### src/rtl/uart_pkg.sv
// Shared UART constants, parity encodings and Tx state type.
// The Tx and Rx paths both use these defaults, so their bit timing stays aligned.
package uart_pkg;

  // 48 MHz system clock at 9600 baud
  localparam int CLOCKS_PER_BIT = 5000;
  localparam int DATA_BITS      = 8;
  localparam int PARITY_MODE    = 0;
  localparam int STOP_BITS      = 1;

  localparam int PARITY_NONE = 0;
  localparam int PARITY_ODD  = 1;
  localparam int PARITY_EVEN = 2;

  typedef enum logic [2:0] {
    IDLE,
    START,
    DATA,
    PARITY,
    STOP
  } tx_state_e;

endpackage

### src/rtl/uart_tx_baud_tick.sv
// Bit-period timer. It counts while enabled and issues a one-cycle tick on the
// last cycle of each bit period. clr_i restarts the period from zero.
module uart_tx_baud_tick #(
  parameter int CLKS_PER_BIT = 16
) (
  input  logic clk,
  input  logic reset,
  input  logic clr_i,
  input  logic en_i,
  output logic bit_tick_o
);

  localparam int CNT_W = $clog2(CLKS_PER_BIT);
  localparam logic [CNT_W-1:0] LAST = CNT_W'(CLKS_PER_BIT - 1);

  logic [CNT_W-1:0] cnt_q, cnt_d;

  // Next count: clear has priority, then wrap at the end of the bit period
  always_comb begin
    cnt_d = cnt_q;
    if (clr_i)
      cnt_d = '0;
    else if (en_i)
      cnt_d = (cnt_q == LAST) ? '0 : cnt_q + 1'b1;
  end

  // Counter register
  always_ff @(posedge clk) begin
    if (reset) cnt_q <= '0;
    else       cnt_q <= cnt_d;
  end

  assign bit_tick_o = en_i && (cnt_q == LAST);

endmodule

### src/rtl/uart_tx_serializer.sv
// UART transmitter. It accepts a byte over a valid/ready handshake and sends it
// LSB-first in this frame order: start bit, data bits, optional parity bit, stop bits.
// tx is taken straight from a flop. Its next value is decoded from the next state,
// so the start bit falls on the cycle right after acceptance.
module uart_tx_serializer #(
  parameter int CLOCKS_PER_BIT = uart_pkg::CLOCKS_PER_BIT,
  parameter int DATA_BITS      = uart_pkg::DATA_BITS,
  parameter int PARITY_MODE    = uart_pkg::PARITY_MODE,
  parameter int STOP_BITS      = uart_pkg::STOP_BITS
) (
  input  logic                 clk,
  input  logic                 reset,
  input  logic [DATA_BITS-1:0] tx_data,
  input  logic                 tx_valid,
  output logic                 tx_ready,
  output logic                 tx,
  output logic                 tx_busy
);

  import uart_pkg::tx_state_e;
  import uart_pkg::IDLE;
  import uart_pkg::START;
  import uart_pkg::DATA;
  import uart_pkg::PARITY;
  import uart_pkg::STOP;
  import uart_pkg::PARITY_NONE;
  import uart_pkg::PARITY_ODD;

  tx_state_e            state_q, state_d;
  logic [DATA_BITS-1:0] shift_q, shift_d;
  logic [3:0]           bit_cnt_q, bit_cnt_d;
  logic                 parity_q, parity_d;
  logic                 tx_q, tx_d;
  logic                 accept;
  logic                 bit_tick;

  // A byte is only accepted while the line is idle; valid at other times is dropped
  assign accept = tx_valid && (state_q == IDLE);

  uart_tx_baud_tick #(
    .CLKS_PER_BIT(CLOCKS_PER_BIT)
  ) u_baud (
    .clk       (clk),
    .reset     (reset),
    .clr_i     (accept),
    .en_i      (state_q != IDLE),
    .bit_tick_o(bit_tick)
  );

  // Frame sequencing, data shifting, parity capture and next line level
  always_comb begin
    state_d   = state_q;
    shift_d   = shift_q;
    bit_cnt_d = bit_cnt_q;
    parity_d  = parity_q;
    tx_d      = 1'b1;

    case (state_q)
      IDLE: begin
        if (accept) begin
          state_d   = START;
          shift_d   = tx_data;
          bit_cnt_d = '0;
          parity_d  = (PARITY_MODE == PARITY_ODD) ? ~^tx_data : ^tx_data;
        end
      end
      START: begin
        if (bit_tick) state_d = DATA;
      end
      DATA: begin
        if (bit_tick) begin
          shift_d = shift_q >> 1;
          if (bit_cnt_q == 4'(DATA_BITS - 1)) begin
            bit_cnt_d = '0;
            state_d   = (PARITY_MODE != PARITY_NONE) ? PARITY : STOP;
          end else begin
            bit_cnt_d = bit_cnt_q + 4'd1;
          end
        end
      end
      PARITY: begin
        if (bit_tick) state_d = STOP;
      end
      STOP: begin
        if (bit_tick) begin
          if (bit_cnt_q == 4'(STOP_BITS - 1)) begin
            bit_cnt_d = '0;
            state_d   = IDLE;
          end else begin
            bit_cnt_d = bit_cnt_q + 4'd1;
          end
        end
      end
      default: state_d = IDLE;
    endcase

    // Line level for the cycle after this edge
    case (state_d)
      START:   tx_d = 1'b0;
      DATA:    tx_d = shift_d[0];
      PARITY:  tx_d = parity_d;
      default: tx_d = 1'b1;
    endcase
  end

  // State and datapath registers; reset drops any in-flight frame
  always_ff @(posedge clk) begin
    if (reset) begin
      state_q   <= IDLE;
      shift_q   <= '0;
      bit_cnt_q <= '0;
      parity_q  <= 1'b0;
      tx_q      <= 1'b1;
    end else begin
      state_q   <= state_d;
      shift_q   <= shift_d;
      bit_cnt_q <= bit_cnt_d;
      parity_q  <= parity_d;
      tx_q      <= tx_d;
    end
  end

  assign tx       = tx_q;
  assign tx_ready = (state_q == IDLE);
  assign tx_busy  = (state_q != IDLE);

endmodule

### config.mk
export PLATFORM = sky130hd
export DESIGN_NAME = uart_tx_serializer
export DESIGN_NICKNAME = d
export VERILOG_FILES = /design/src/rtl/uart_pkg.sv /design/src/rtl/uart_tx_baud_tick.sv /design/src/rtl/uart_tx_serializer.sv
export SDC_FILE = /design/constraint.sdc
export NUM_CORES = 1
export LEC_CHECK = 0
export CAP_MARGIN = 30
export CORE_MARGIN = 2
export CORE_UTILIZATION = 40
export DETAILED_ROUTE_END_ITERATION = 7
export GPL_ROUTABILITY_DRIVEN = 0
export GPL_TIMING_DRIVEN = 0
export PLACE_DENSITY_LB_ADDON = 0.05
export SLEW_MARGIN = 20
export SYNTH_ARGS = -nofsm -noshare
export SYNTH_HDL_FRONTEND = slang
export SYNTH_SLANG_ARGS = --single-unit
### constraint.sdc
create_clock -name clk -period 2.4 [get_ports clk]
set_input_delay 0.48 -clock clk [delete_from_list [all_inputs] [get_ports clk]]
set_output_delay 0.48 -clock clk [all_outputs]
set_load 0.05 [all_outputs]
==> impl_metrics.csv <==
group,metric,value,unit
routing,routedWlPerCell,13.0,um
grt,grt_use_total,17.6,%
final_layout,nets,212,
worst_setup_path,critPathLaunchType,"flip-flop",
worst_setup_path,cp_data_arrival_time,2400,ps
worst_setup_path,crit_required,2560,ps
clocking,cts_root_buf,"clkbuf_8",
pwr,peakVddDrop,0.411,mV
timing,setup_ws,166,ps
yosys,synth_edf_count,0,
routing,via_per_inst,5.32,
yosys,syn_nets,192,
timing,period_share,93.1,%
timing,rsz0062_at_grt,"no",
routing,vias,1315,
clocking,cts_hold_buf,0,
yosys,synth_warnings,0,
grt,antenna_found_initial,0,
timing,setup_tns,0,ps
worst_setup_path,cp_slowest_cell,"or3_4",
grt,grt_overflow,0,
place,pre_cts_ws,-36.5,ps
final_layout,antennaDiodeCount,0,
yosys,avgSynthCellArea,8.55,um2
pwr,fin_total_pwr,1.15,mW
timing,finalHoldViolCount,0,
worst_setup_path,reg2reg_slack,170,ps
worst_setup_path,crit_buf_inv,1,
place,dp_cells,238,
timing,setup_violations,0,
floorplanning,chipWidth,65.7,um
final_layout,drive_above_1_share,9.05,%
grt,grt_pass1_wl,5740,um
clocking,clk_pin_slew,70,ps
floorplanning,die_area,0.00431,mm2
clocking,clockBufferDepth,2,
routing,antenna_left,0,
yosys,async_flop_share,0,%
worst_setup_path,worstPathMaxFanout,5,
timing,slew_viol_final,0,
floorplanning,start_util,41.6,%
hold_path,hold_path.class,"reg2reg",
yosys,yosys.cell_types.count,43,
worst_setup_path,critPathMaxStageDelay,420,ps
timing,fin_crit,2230,ps
yosys,synth_seq_cells,30,
timing,relSlewSlack,56.2,%
timing,whs,453,ps
yosys,synth_ff_type,"dfxtp_1",
grt,grt_max_degree,11,
yosys,syn-instance-count,178,
pwr,leakage,0.611,nW
floorplanning,die-height,65.7,um
timing,fmax,448,MHz
yosys,syn-cell-area,0.00152,mm2
yosys,seq_area_frac_synth,39.5,%
floorplanning,placementRows,22,
final_layout,final_common_cell,"dfxtp_1",
worst_setup_path,end_kind,"flip-flop",
clocking,clkLatencyLatePin,280,ps
routing,dr.pass1.iters,4,
place,hpwl,2370,um
routing,drt-total-wl,3210,um
yosys,synth_top_area_share,39.5,%
routing,drc,0,
place,port_buffers,12,
pwr,power_density,628,mW/mm2
timing,finalClockSkew,4.40,ps
routing,drt_iter0_drc,34,
final_layout,final_cell_mix,"dfxtp_1, nor2_1, nand2_1",
floorplanning,coreArea,0.00366,mm2
clocking,cts.sinks,30,
clocking,cts_tree,"done",
final_layout,final_cells,247,
floorplanning,io_pins,14,
final_layout,area_growth,20.5,%
status,status,"completed",
yosys,synth_area_leader_cell,"dfxtp_1",
job,max_cap_violations,0,
worst_setup_path,crit_type,"reg2reg",
worst_setup_path,crit_path_cell_trace,"ha_1 > nand4_1 > buf_4 > or3_4 > o32a_1 > o31ai_1 > nand3_1",
timing,tightest_slew,648,ps
yosys,ys_top_cells_by_area,"dfxtp_1, xnor2_1, nor2_1",
grt,grt_pass1_vias,1269,
worst_setup_path,cp_top_family,"simple AND/OR/NAND/NOR gates",
clocking,h-tree-depth,2,
clocking,numCtsBuffers,5,
## per-stage QoR
step / instance area, um2 / util [%]
after global routing: 1830 / 50.1
final: 1830 / 50.1
after floorplan: 1520 / -
after CTS: 1820 / 49.8
after global placement: 1700 / 46.5
after detailed placement: 1700 / 46.5
## routing by layer
layer  vias up  track usage [%]  share of wire, %
li1        667                -                 -
met1       626             21.2                46
met2        15             28.2                48
met3         7             5.82               3.3
met4         0             8.07               2.5
met5         -                0                 0
## worst paths after layout
path	to	start	cells after the start
worst max-delay path	tx	u_baud.cnt_q[0]	7
worst min-delay path	shift_q[4]	shift_q[4]	2
worst max register to register	tx	u_baud.cnt_q[0]	7
worst min register to register	shift_q[4]	shift_q[4]	2
## cell type report
type,count,area (um2)
buffer,6,25.0
clock buffer,6,72.6
clock inverter,2,37.5
fill,362,1830
inverter,6,22.5
multi-input combinational,136,890
sequential,30,601
tap,48,60.1
timing repair buffer,13,125
## cells in the mapped netlist (2+ instances only)
master,n
ha_1,3
nor4_1,3
inv_1,6
nor3b_1,2
nor2b_1,2
nor2_1,26
or3b_2,2
clkbuf_1,5
a22oi_1,7
nand4_1,2
xnor2_1,12
a211oi_1,2
nand3_1,6
o21ai_0,2
nand2b_1,4
and3_1,2
or4b_1,2
a21oi_1,12
xor2_1,7
or3_1,2
and2_1,2
nand2_1,16
a31oi_1,2
dfxtp_1,30
## power breakdown
group	switching, mW	internal, mW	total, mW
clock network	0.191	0.309	0.501
registers	0.00997	0.513	0.523
logic	0.0723	0.0545	0.127
total	0.274	0.877	1.15
## sequential cells by signal (all words and copies together), names as in the netlist
signal,count
u_baud.cnt_q,13
shift_q,8
bit_cnt_q,4
state_q,3
parity_q,1
tx,1
## cell families (layout without fill, tap and decap cells)
group / Yosys count / count (layout) / share of synthesized area [%]
adders and majority gates: 3 / 3 / 2.47
buffers and inverters: 12 / 33 / 2.96
xor gates and xnor gates: 19 / 19 / 10.9
and+or+nand+nor: 77 / 77 / 26.6
DFF: 30 / 30 / 39.5
AOI/OAI and AO/OA: 37 / 37 / 17.6
## worst register-to-register path, cell delays in order (launching register included)
cell	delay (ps)
dfxtp_1	370
ha_1	210
nand4_1	160
buf_4	210
or3_4	420
o32a_1	360
o31ai_1	260
nand3_1	110
## what timing repair did
item	CTS	global route
setup endpoints to repair	2	13
pin swaps	1	0
resized for setup	3	4
endpoints found under the hold margin	0	0
buffers inserted	0	1
Note: power is estimated with default switching activity, not from simulation.
==> edit 1, RTL diff (same flow settings) <==
`CLOCKS_PER_BIT`: 5000 -> 2500.
--- a/src/rtl/uart_pkg.sv
+++ b/src/rtl/uart_pkg.sv
@@ -5,3 +5,3 @@
   // 48 MHz system clock at 9600 baud
-  localparam int CLOCKS_PER_BIT = 5000;
+  localparam int CLOCKS_PER_BIT = 2500;
   localparam int DATA_BITS      = 8;
Check against the original RTL: no difference found for any inputs over 10 cycles, from zero or initial values and one cycle with reset high; that may be too few to reach the edited logic, so the function may still have changed.
==> edit 1 against the unedited design <==
Setup slack got worse by 0.094 ns; largest cell class unchanged; clock power fell by 23%; non-clock buffer count rose by 1; sequential cell count fell by 1; combinational power rose by 16%; critical path depth fell by 4; cell area fell by 2.8%; routed wire length fell by 5.7%; synthesized area fell by 1.7%; total power fell by 9.4%.
==> edit 1: results (changes against the unedited design) <==
status=finished, final reports clean (unchanged); crit path max fanout=8 (was 5); Max Buffers Root-to-Sink=2 (unchanged); Worst Hold Class=flip-flop to flip-flop (unchanged); # fillers=367 (was 362); Layout Cells excl Fill=241 (was 247); FFs w/ async S/R, synth=0% (unchanged); Routed wire per std cell=12.6 um (was 13.0 um); reg2reg setup slack=0.25 ns (was 0.17 ns); clk_lat worst skew=0.28 ns (about the same); global-route wire length before repair=5.20 mm (was 5.74 mm); Post-Syn Nets=184 (was 192); count of cell types in the netlist=46 (was 43); max cap viols=0 (unchanged); VDD IR-drop max=0.000298 V (was 0.000411 V); worst r2r dst=shift_q[3] (was tx); total CTS buffers=5 (unchanged); crit path DAT=1.85 ns (was 2.40 ns); Critical Path Start=state_q[0] (was u_baud.cnt_q[0]); Static Leakage=0.617 nW (was 0.611 nW); vias after detailed routing=1,230 (was 1,315); Commonest cells post-synth=29 x dfxtp_1, 22 x nor2_1, 18 x nand2_1 (was 30 x dfxtp_1, 26 x nor2_1, 16 x nand2_1); Synth area leaders=dfxtp_1 39%, xnor2_1 5.9%, xor2_1 5.9% (was dfxtp_1 39%, xnor2_1 6.9%, nor2_1 6.4%); clk_skew=0.00682 ns (was 0.00440 ns); Cells after DPL=231 (was 238); Rel. slew slack=50.4% (was 56.2%); Post-DP HPWL=2.23 mm (was 2.37 mm); Main synth FF type=dfxtp_1 (unchanged); ant diodes=0 (unchanged); Overall Global Routing Usage=16.2% (was 17.6%); crit path max-delay cell type=clkdlybuf4s50_1 (was or3_4); fin nets=206 (was 212); number of global-route vias before repair=1,130 (was 1,269); hold wc startpoint=shift_q[2] (was shift_q[4]); share of cells above drive strength 1=11.4% (was 9.05%); largest net degree at the start of global routing=11 (unchanged); initial antenna violation count=0 (unchanged); DR iter-0 viols=55 (was 34); IO buf count=13 (was 12); Largest regs=u_baud.cnt_q: 12 flops, shift_q: 8 flops, bit_cnt_q: 4 flops (was u_baud.cnt_q: 13 flops, shift_q: 8 flops, bit_cnt_q: 4 flops); crit path capture=tx_busy (was tx); CP top delay family=buffers and inverters (was simple AND/OR/NAND/NOR gates); Yosys warnings=0 (unchanged); Critical path buffers and inverters=1 (unchanged); CTS HTree Levels=2 (unchanged); Worst R2R Path Depth=9 (was 7); Largest stage delay, worst path=0.82 ns (was 0.42 ns); syn_area_per_cell=8.80 sq um (was 8.55 sq um); TritonRoute pass-1 iters=4 (unchanged); clk slew on worst S/H paths=0.06 ns; CTS Root Cell=clkbuf_8 (unchanged); reg2reg start=state_q[0] (was u_baud.cnt_q[0]); post-synthesis sequential area ratio=38.8% (was 39.5%)
edit 1: cell count changes after synthesis, sizes merged, moves of 3 or more:
cell    unedited run  this run
clkbuf             5         2
nor2              26        22
nand2             16        19
xor2               7        10
nor3               1         4
edit 1: final cells by class:
type / instances / area share (%)
sequential: 29 / 32.6
multi-input combinational: 131 / 48.5
clock inverter: 2 / 0.562
timing repair buffer: 15 / 8.08
tap: 48 / 3.37
inverter: 5 / 1.05
buffer: 5 / 1.76
clock buffer: 6 / 4.07
edit 1: stage by stage:
| stage | cell area [sq um] | setup WS (ns) |
|---|---|---|
| after CTS | 1770 | 0.0948 |
| after global placement | 1690 | 0.192 |
| after floorplan | 1500 | 0.159 |
| after detailed placement | 1690 | 0.162 |
| after global routing | 1780 | 0.0171 |
| final | 1780 | 0.0720 |
edit 1: layer usage:
metal | track usage, % | wire (um) | up-vias
met5 | 0 | 0 | -
met4 | 6.25 | 31 | 0
met1 | 21.9 | 1530 | 558
met3 | 5.65 | 151 | 4
met2 | 23.6 | 1310 | 24
li1 | - | - | 644
edit 1: kinds of logic (layout without fill, tap and decap cells):
group,Yosys count,count (layout),synth area share [%]
buffers and inverters,10,33,3.35
adders and majority gates,3,3,2.51
AOI/OAI and AO/OA,35,35,15.3
and+or+nand+nor,73,73,28.3
xor gates and xnor gates,20,20,11.7
DFF,29,29,38.8
edit 1: power breakdown:
group	internal (W)	switching, W	total [W]
Sequential	0.000499	0.0000119	0.000511
Combinational	0.0000669	0.0000804	0.000147
Clock	0.000200	0.000183	0.000384
Total	0.000766	0.000276	0.00104
edit 1: worst min-delay path: stages (launching register included):
cell and delay, ns:
dfxtp_1 0.31, nand2_1 0.05, a21oi_1 0.05
edit 1: how the worst min path moves through the flow:
stage	end	slack [ns]	cells after the start
finish	shift_q[2]	0.46	2
CTS	shift_q[2]	0.46	2
global route	shift_q[3]	0.48	2
detailed placement	shift_q[2]	0.45	2
global placement	shift_q[1]	0.44	2
floorplan	shift_q[6]	0.43	2
edit 1: repair_timing:
action                     in CTS  in global routing
setup buffers                   0                  2
pin swaps                       0                  1
setup endpoints to repair       1                  1
resized for setup               1                  1
==> edit 2, RTL diff (same settings) <==
Without the edit above. `shift_q` no longer has a reset.
--- a/src/rtl/uart_tx_serializer.sv
+++ b/src/rtl/uart_tx_serializer.sv
@@ -109,3 +109,2 @@
       state_q   <= IDLE;
-      shift_q   <= '0;
       bit_cnt_q <= '0;
@@ -115,3 +114,2 @@
       state_q   <= state_d;
-      shift_q   <= shift_d;
       bit_cnt_q <= bit_cnt_d;
@@ -120,2 +118,6 @@
     end
+  end
+
+  always_ff @(posedge clk) begin
+    shift_q <= shift_d;
   end
Check against the original RTL: no difference found for any inputs over 10 cycles, from zero or initial values and one cycle with reset high; that may be too few to reach the edited logic, so the function may still have changed.
==> edit 2 against the unedited design <==
Cell area rose by 2.4%; total power rose by 5.3%; largest cell class unchanged; setup slack got worse by 0.10 ns; sequential cell count did not move; critical endpoint is now bit_cnt_q[3]; combinational power rose by 84%; synthesized area rose by 1.1%; routed wire length rose by 0.34%.
==> edit 2: results (changes against the unedited design) <==
VDD IR-drop max=0.000351 V (was 0.000411 V); TritonRoute pass-1 iters=5 (was 4); Synth area leaders=dfxtp_1 30%, edfxtp_1 14%, xnor2_1 7.4% (was dfxtp_1 39%, xnor2_1 6.9%, nor2_1 6.4%); Post-DP HPWL=2.34 mm (was 2.37 mm); largest net degree at the start of global routing=14 (was 11); crit path capture=bit_cnt_q[3] (was tx); Commonest cells post-synth=23 x dfxtp_1, 20 x nor2_1, 14 x nand2_1 (was 30 x dfxtp_1, 26 x nor2_1, 16 x nand2_1); Layout Cells excl Fill=240 (was 247); clk_skew=0.00315 ns (was 0.00440 ns); global-route wire length before repair=5.76 mm (was 5.74 mm); count of cell types in the netlist=39 (was 43); Worst R2R Path Depth=5 (was 7); Overall Global Routing Usage=17.5% (was 17.6%); Cells after DPL=229 (was 238); Hold Worst Slack=0.474 ns (was 0.453 ns); # fillers=380 (was 362); reg2reg setup slack=0.06 ns (was 0.17 ns); Post-Place Setup Slack=-0.106 ns (was -0.0365 ns); number of global-route vias before repair=1,281 (was 1,269); share of cells above drive strength 1=18.8% (was 9.05%); fin nets=205 (was 212); Post-Syn Nets=183 (was 192); post-synthesis sequential area ratio=43.6% (was 39.5%); DR iter-0 viols=76 (was 34); reg2reg start=u_baud.cnt_q[10] (was u_baud.cnt_q[0]); hold wc startpoint=u_baud.cnt_q[1] (was shift_q[4]); Rel. slew slack=61.1% (was 56.2%); Final period util=97.3% (was 93.1%); number of synthesized flops with an enable pin=7 (was 0); status=finished, final reports clean (unchanged); post-synthesis adder-cell area fraction=2.44% (was 2.47%)
## edit 2: where the power goes
group          total [W]  internal (W)  leakage, nW  switching, W
Clock           0.000411      0.000231       0.0482      0.000180
Combinational   0.000234     0.0000981        0.333      0.000136
Sequential      0.000566      0.000550        0.258     0.0000160
Total            0.00121      0.000879        0.640      0.000332
## edit 2: layer usage
layer  share of wire (%)  vias to the layer above  GRT usage [%]
li1                    -                      653              -
met2                  49                       28           28.4
met5                   0                        -              0
met4                 1.1                        0           6.38
met3                 3.8                        4           5.62
met1                  46                      584           21.7
## edit 2: repair_timing
action / 4_1_cts / 5_1_grt
endpoints found under the setup margin: 24 / 30
setup buffers: 2 / 3
gates resized for setup: 11 / 5
pin swaps: 4 / 5
## edit 2: worst max-delay path, cell delays in order, from the launching register on
cell,delay [ns]
dfxtp_2,0.34
or4b_4,0.53
or4_4,0.55
o21a_4,0.24
or4_1,0.49
a21oi_1,0.12
## edit 2: layout make-up
class                      count  area (sq um)  area share, %
multi-input combinational    127           843           44.9
sequential                    30           678           36.1
timing repair buffer          17           158           8.40
clock buffer                   7          86.3           4.60
tap                           48          60.1           3.20
inverter                       7          30.0           1.60
buffer                         3          16.3          0.867
clock inverter                 1          5.00          0.267
## edit 2: cell families after synthesis
| logic type | Yosys count |
|---|---|
| buffers and inverters | 12 |
| DFF | 30 |
| and+or+nand+nor | 75 |
| adders and majority gates | 3 |
| xor gates and xnor gates | 19 |
| AOI/OAI and AO/OA | 30 |
## edit 2: stage by stage
| stage | total power (W) | area (sq um) |
|---|---|---|
| final | 0.00121 | 1880 |
| after global routing | 0.00128 | 1880 |
| after CTS | 0.00123 | 1850 |
| after floorplan | 0.000737 | 1550 |
| after detailed placement | 0.000807 | 1730 |
| after global placement | 0.000802 | 1730 |
